--- config.mk ---
export PLATFORM = sky130hd
export DESIGN_NAME = irq_pending_ctrl
export DESIGN_NICKNAME = d
export VERILOG_FILES = /design/src/rtl/irq_pkg.sv /design/src/rtl/rise_detect.sv /design/src/rtl/irq_pending_ctrl.sv
export SDC_FILE = /design/constraint.sdc
export NUM_CORES = 1
export LEC_CHECK = 0
export CAP_MARGIN = 0
export CORE_MARGIN = 4
export CORE_UTILIZATION = 47
export CTS_BUF_LIST = sky130_fd_sc_hd__clkbuf_4 sky130_fd_sc_hd__clkbuf_8 sky130_fd_sc_hd__clkbuf_16
export DETAILED_ROUTE_END_ITERATION = 10
export GPL_TIMING_DRIVEN = 0
export PLACE_DENSITY = 0.81
export SYNTH_ARGS = -nofsm -noshare
export SYNTH_HDL_FRONTEND = slang
export SYNTH_SLANG_ARGS = --single-unit
export TNS_END_PERCENT = 100
--- constraint.sdc ---
create_clock -name clk -period 2.4 [get_ports clk]
set_input_delay 0.72 -clock clk [delete_from_list [all_inputs] [get_ports clk]]
set_output_delay 0.72 -clock clk [all_outputs]
set_load 0.05 [all_outputs]
--- src/rtl/irq_pkg.sv ---
// Shared constants and FSM state type for the request-capture stage.
package irq_pkg;
    localparam int N       = 4;
    localparam int IW      = 2;
    localparam int TIMEOUT = 15;

    typedef enum logic [1:0] {
        IDLE  = 2'd0,
        ISSUE = 2'd1,
        GAP   = 2'd2
    } state_e;
endpackage

--- src/rtl/rise_detect.sv ---
// Registers the request levels and flags 0->1 transitions.
module rise_detect #(
    parameter int N = irq_pkg::N
) (
    input  logic         clk,
    input  logic [N-1:0] req_in,
    output logic [N-1:0] rise
);
    logic [N-1:0] req_q;

    // NOTE: req_q tracks req_in even during reset, so no reset branch is needed;
    // a level held through reset therefore never looks like an edge afterwards.
    always_ff @(posedge clk) begin
        req_q <= req_in;
    end

    assign rise = req_in & ~req_q;
endmodule

--- src/rtl/irq_pending_ctrl.sv ---
// Sticky pending capture feeding an external priority encoder, plus a
// one-at-a-time irq/ack service handshake with timeout and retry.
module irq_pending_ctrl #(
    parameter int N       = irq_pkg::N,
    parameter int IW      = irq_pkg::IW,
    parameter int TIMEOUT = irq_pkg::TIMEOUT
) (
    input  logic          clk,
    input  logic          rst,
    input  logic [N-1:0]  req_in,
    input  logic [N-1:0]  mask,
    input  logic          clr_ovf,
    input  logic [IW-1:0] idx,
    input  logic          ack,
    output logic [N-1:0]  pend,
    output logic          en_out,
    output logic          irq,
    output logic [IW-1:0] svc_idx,
    output logic [N-1:0]  ovf,
    output logic          to_flag
);
    import irq_pkg::*;

    localparam int CW = $clog2(TIMEOUT + 1);

    state_e        state_q, state_d;
    logic [N-1:0]  pending_q, pending_d;
    logic [N-1:0]  ovf_q, ovf_d;
    logic [N-1:0]  rise, clr_vec;
    logic          irq_q, irq_d;
    logic          to_flag_q, to_flag_d;
    logic [IW-1:0] svc_idx_q, svc_idx_d;
    logic [CW-1:0] cnt_q, cnt_d;
    logic          timeout_hit, ack_hit;

    rise_detect #(.N(N)) u_rise_detect (
        .clk    (clk),
        .req_in (req_in),
        .rise   (rise)
    );

    assign pend        = pending_q & ~mask;
    assign en_out      = |pend;
    assign timeout_hit = (cnt_q == CW'(TIMEOUT - 1));
    assign ack_hit     = (state_q == ISSUE) && ack;

    always_ff @(posedge clk) begin
        if (rst) begin
            state_q   <= IDLE;
            pending_q <= '0;
            ovf_q     <= '0;
            irq_q     <= 1'b0;
            to_flag_q <= 1'b0;
            svc_idx_q <= '0;
            cnt_q     <= '0;
        end else begin
            state_q   <= state_d;
            pending_q <= pending_d;
            ovf_q     <= ovf_d;
            irq_q     <= irq_d;
            to_flag_q <= to_flag_d;
            svc_idx_q <= svc_idx_d;
            cnt_q     <= cnt_d;
        end
    end

    always_comb begin
        state_d = state_q;
        unique case (state_q)
            IDLE:    if (en_out) state_d = ISSUE;
            ISSUE:   if (ack || timeout_hit) state_d = GAP;
            GAP:     state_d = IDLE;
            default: state_d = IDLE;
        endcase
    end

    always_comb begin
        irq_d     = (state_d == ISSUE);
        svc_idx_d = (state_q == IDLE && en_out) ? idx : svc_idx_q;
        cnt_d     = (state_q == ISSUE && state_d == ISSUE) ? cnt_q + 1'b1 : '0;
        to_flag_d = (state_q == ISSUE) && !ack && timeout_hit;
        clr_vec   = '0;
        clr_vec[svc_idx_q] = ack_hit;
        // Set terms are OR-ed after the clear so a coinciding edge keeps the bit.
        pending_d = (pending_q & ~clr_vec) | rise;
        ovf_d     = (clr_ovf ? '0 : ovf_q) | (rise & pending_q);
    end

    assign irq     = irq_q;
    assign svc_idx = svc_idx_q;
    assign ovf     = ovf_q;
    assign to_flag = to_flag_q;
endmodule

Word level (Yosys, flattened, before mapping)
Index checks and enable logic that the tools add are counted.
{"block": "totals", "register_bits": 22, "latch_bits": 0, "ramBits": 0, "romBits": 0, "input_bits": 14, "word_cells": 42, "memories": 0}
{"block": "classes", "add_sub_neg": 1, "mul": 0, "div_mod_pow": 0, "order_cmp": 2, "n_eq_ne": 3, "n_shift": 0, "n_mux": 6, "bitwise": 11, "reduce_logical": 11}
{"operator": "4-bit AND", "count": 5}
{"operator": "4-bit NOT", "count": 3}
{"operator": "4-bit bitwise OR", "count": 2}
{"operator": "1-bit logical AND", "count": 6}
{"operator": "4-bit by 1-bit adder with 4-bit output, second input constant", "count": 1}
{"operator": "2-bit by 1-bit equality test with 1-bit output, second input constant", "count": 2}
{"operator": "4-bit equality test, second input constant", "count": 1}
{"operator": "2-bit 2-to-1 mux", "count": 2}
{"operator": "4-bit 2-to-1 mux", "count": 1}
{"operator": "2-bit one-hot mux with 2 select lines", "count": 1}
{"operator": "4-bit OR reduction", "count": 1}
{"operator": "2-bit by 3-bit < comparator with 1-bit output, second input constant", "count": 1}
{"operator": "1-bit demux with 2-bit select", "count": 1}
{"operator": "2-bit by 1-bit >= comparator with 1-bit output, second input constant", "count": 1}
{"operator": "2-bit zero test", "count": 1}
{"operator": "2-bit OR reduction", "count": 1}
{"operator": "1-bit zero test", "count": 1}
{"operator": "1-bit logical OR", "count": 1}
{"operator": "1-bit 2-to-1 mux", "count": 1}
{"operator": "1-bit NOT", "count": 1}

Longest topological paths before layout
{"block": "logic_depth", "ltp_word": 9, "depth_mapped": 5, "mapped_depth_nobuf": 5}

Cells and area by module
From an unflattened synthesis, not the netlist that was laid out.
{"block": "unflattened", "hier_cells": 83, "area_unflattened_um2": 874.6}
{"module": "irq_pending_ctrl", "n_inst": 1, "cells_each": 75, "area_per_inst_um2": 739.5, "seq_area_each_um2": 360.3}
{"module": "rise_detect", "n_inst": 1, "cells_each": 8, "area_per_inst_um2": 135.1, "seq_area_each_um2": 80.1}

Worst setup path before layout
Ideal clock, no wire load.
{"block": "synth_timing", "path_kind": "input-to-output", "start": "input port mask[0]", "end": "output port en_out", "t_arrival_ps": 2026, "slack_ps": -346, "cell_stages": 2, "n_path_buf": 0, "cell_sequence": "nor2b_1 -> or4_1"}
{"block": "synth_between", "elab_chain_len": 3}
{"item": "from (decl)", "line_no": "irq_pending_ctrl.sv:11", "text": "input logic [N-1:0] mask,"}
{"item": "4-bit NOT", "line_no": "irq_pending_ctrl.sv:42", "text": "assign pend = pending_q & ~mask;"}
{"item": "4-bit AND", "line_no": "irq_pending_ctrl.sv:42"}
{"item": "4-bit OR reduction", "line_no": "irq_pending_ctrl.sv:43", "text": "assign en_out = |pend;"}
{"item": "to (decl)", "line_no": "irq_pending_ctrl.sv:16", "text": "output logic en_out,"}
No other way between the ends.

Final worst setup path
{"block": "layout_timing", "start": "input port mask[3]", "end": "output port en_out"}
The elaborated chain is that of the path after synthesis.

==> flow_summary.json <==
{
  "min_path_type": "reg -> reg",
  "clk_latency_ns": 0.30,
  "synth-seq-cells": 22,
  "yosys_warnings": 0,
  "vias": 700,
  "post-dp-hpwl_um": 1340,
  "slew_headroom_pct": 66.3,
  "regArea_um2": 440,
  "worst_pin_slew_ns": 0.504,
  "dieArea_um2": 2520,
  "initial_core_util_pct": 52.6,
  "hold_viol": 0,
  "r2r_cells": 4,
  "gp_congestion": 0.683,
  "drt-wirelength-per-cell_um": 12.4,
  "die_x_um": 50.2,
  "grt_max_degree": 13,
  "synth.avg_cell_area_um2": 10.1,
  "layout-drive-gt1-share_pct": 11.4,
  "fin_nets": 131,
  "startpoint_type": "input port",
  "cts-root-buf": "clkbuf_4",
  "fin_crit_sh_pct": 99.3,
  "rsz0062_at_grt": "false",
  "fin_skew_ns": 0.00940,
  "ys_types": 24,
  "timing.hold.ws_ns": 0.477,
  "hold_path_end": "cnt_q[0]",
  "power_density_nw_per_um2": 627,
  "syn-cell-area_um2": 838,
  "r2r_slack_ns": 0.88,
  "outcome": "completed",
  "cts.path.max_buffers": 2,
  "antenna_left": 0,
  "die_height_um": 50.2,
  "synth_fp_nets": 99,
  "clkSinkCount": 22,
  "grt.total_usage_pct": 15.7,
  "dr.first_iter.drc_count": 8,
  "antenna_found_initial": 0,
  "grt_pass1_wl_um": 3040,
  "viasPerCell": 5.07,
  "cts_tree": "done",
  "core_area_um2": 1590,
  "final_common_cell": "dfxtp_1",
  "drtPass1Iterations": 4,
  "path_max_fanout": 3,
  "fillerInstances": 121,
  "startpoint": "mask[3]",
  "synth-seq-area-share_pct": 52.5,
  "fin_util_pct": 74.2,
  "io_buffers": 26,
  "post-place-ws_ns": -0.836,
  "setup_ws_ns": 0.0156,
  "numCtsBuffers": 3,
  "rows": 14,
  "wirelength_um": 1710,
  "path_class": "in -> out",
  "peakVddDrop_mv": 0.361,
  "required_ns": 1.68,
  "r2r_end": "irq",
  "boundaryPins": 27,
  "layout_common_cells": "22 x dfxtp_1, 17 x clkdlybuf4s50_1, 12 x nand2b_1",
  "p_leak_uw": 0.000451,
  "power_uw": 742,
  "areaGrowthSynthToFinish_pct": 41.0,
  "multi_input_area_um2": 400,
  "overflow": 0,
  "worstReg2RegStart": "pending_q[3]",
  "hp-start": "cnt_q[0]",
  "clk_transition_reported_paths_ns": 0.11,
  "finalMaxSlewViolations": 0,
  "max_freq_mhz": 419,
  "end_kind": "primary output",
  "setup_viol": 0,
  "grt_pass1_vias": 719,
  "drc": 0,
  "htreeDepth": 1,
  "synth_cells": 83,
  "max-cap-violations": 0,
  "cp.arrival_ns": 1.66,
  "hold_path_depth": 1,
  "min_period_ns": 2.38,
  "antenna_cells": 0
}
-- worst max-delay path by stage --
| stage | end | slack [ns] | depth (start not counted) |
|---|---|---|---|
| after floorplan | en_out | 0.14 | 2 |
| after global placement | en_out | -0.83 | 4 |
| after detailed placement | en_out | -0.84 | 4 |
| after CTS | pend[2] | 0.01 | 3 |
| after global routing | en_out | 0.002 | 4 |
| final | en_out | 0.02 | 4 |
-- worst max-delay path: stages --
cell	delay [ns]
clkdlybuf4s15_1	0.17
nor2b_2	0.05
or4_4	0.55
buf_8	0.17
-- cell usage after synthesis (all sizes together) --
cell type / n / area [um2]
nand3: 2 / 10.0
xor2: 1 / 8.76
or2b: 1 / 7.51
dfxtp: 22 / 440
or4: 1 / 7.51
or3b: 2 / 20.0
o41a: 1 / 11.3
nor2b: 4 / 25.0
ha: 2 / 25.0
nor2: 7 / 26.3
o21ai: 4 / 20.0
nand3b: 4 / 30.0
nor3: 1 / 5.00
o211a: 2 / 20.0
or4bb: 1 / 11.3
nand2b: 12 / 75.1
nand4b: 1 / 8.76
a31oi: 1 / 6.26
inv: 2 / 7.51
a21oi: 8 / 40.0
mux2i: 2 / 20.0
clkbuf: 1 / 3.75
xnor2: 1 / 8.76
-- what timing repair did --
action | CTS | global route
setup endpoints to repair | 5 | 2
hold endpoints to repair | 0 | 0
buffers inserted | 1 | 0
hold buffers | 0 | 0
gates resized for setup | 19 | 3
pin swaps | 1 | 0
-- sequential cells by signal (all words and copies together), names as in the netlist --
| name | count |
|---|---|
| u_rise_detect.req_q | 4 |
| pending_q | 4 |
| svc_idx | 2 |
| irq | 1 |
| to_flag | 1 |
| state_q | 2 |
| ovf | 4 |
| cnt_q | 4 |
-- layout make-up --
type | count | area share, %
repair buffers | 27 | 22.3
plain buffers | 1 | 0.317
multi-input cells | 58 | 33.9
well taps | 24 | 2.54
inverters | 2 | 0.635
flip-flops and latches | 22 | 37.2
clock buffers | 4 | 3.07
-- report_power, final --
part	switching, uW	leakage [uW]	internal (uW)
clock network	107	0.0000210	92.6
logic	76.8	0.000249	67.0
registers	14.1	0.000181	384
total	198	0.000451	544
-- metrics by stage --
step / cells / TNS [ns] / instance area (um2)
floorplan: 83 / 0 / 852
global placement: 133 / -2.60 / 1140
detailed placement: 133 / -2.66 / 1140
CTS: 138 / 0 / 1180
global route: 138 / 0 / 1180
finish: 138 / 0 / 1180
-- layer usage --
layer  vias to the layer above  share of wire, %  GRT usage [%]
met3                         4               4.8           4.14
met1                       327                44           18.0
li1                        351                 -              -
met5                         -                 0              0
met2                        18                49           26.5
met4                         0               1.5           8.29
-- cells by family (layout without fill, tap and decap cells) --
kind of cell | count (synthesis) | in the layout | share of synthesized area [%]
AO/OA/AOI/OAI | 16 | 16 | 11.6
XOR/XNOR | 2 | 2 | 2.09
adder cells (fa/ha/maj) | 2 | 2 | 2.98
buffers and inverters | 3 | 34 | 1.34
flip-flops | 22 | 22 | 52.5
multiplexers | 2 | 2 | 2.39
AND/OR/NAND/NOR | 36 | 36 | 27.0
Note: power is estimated with default switching activity, not from simulation.
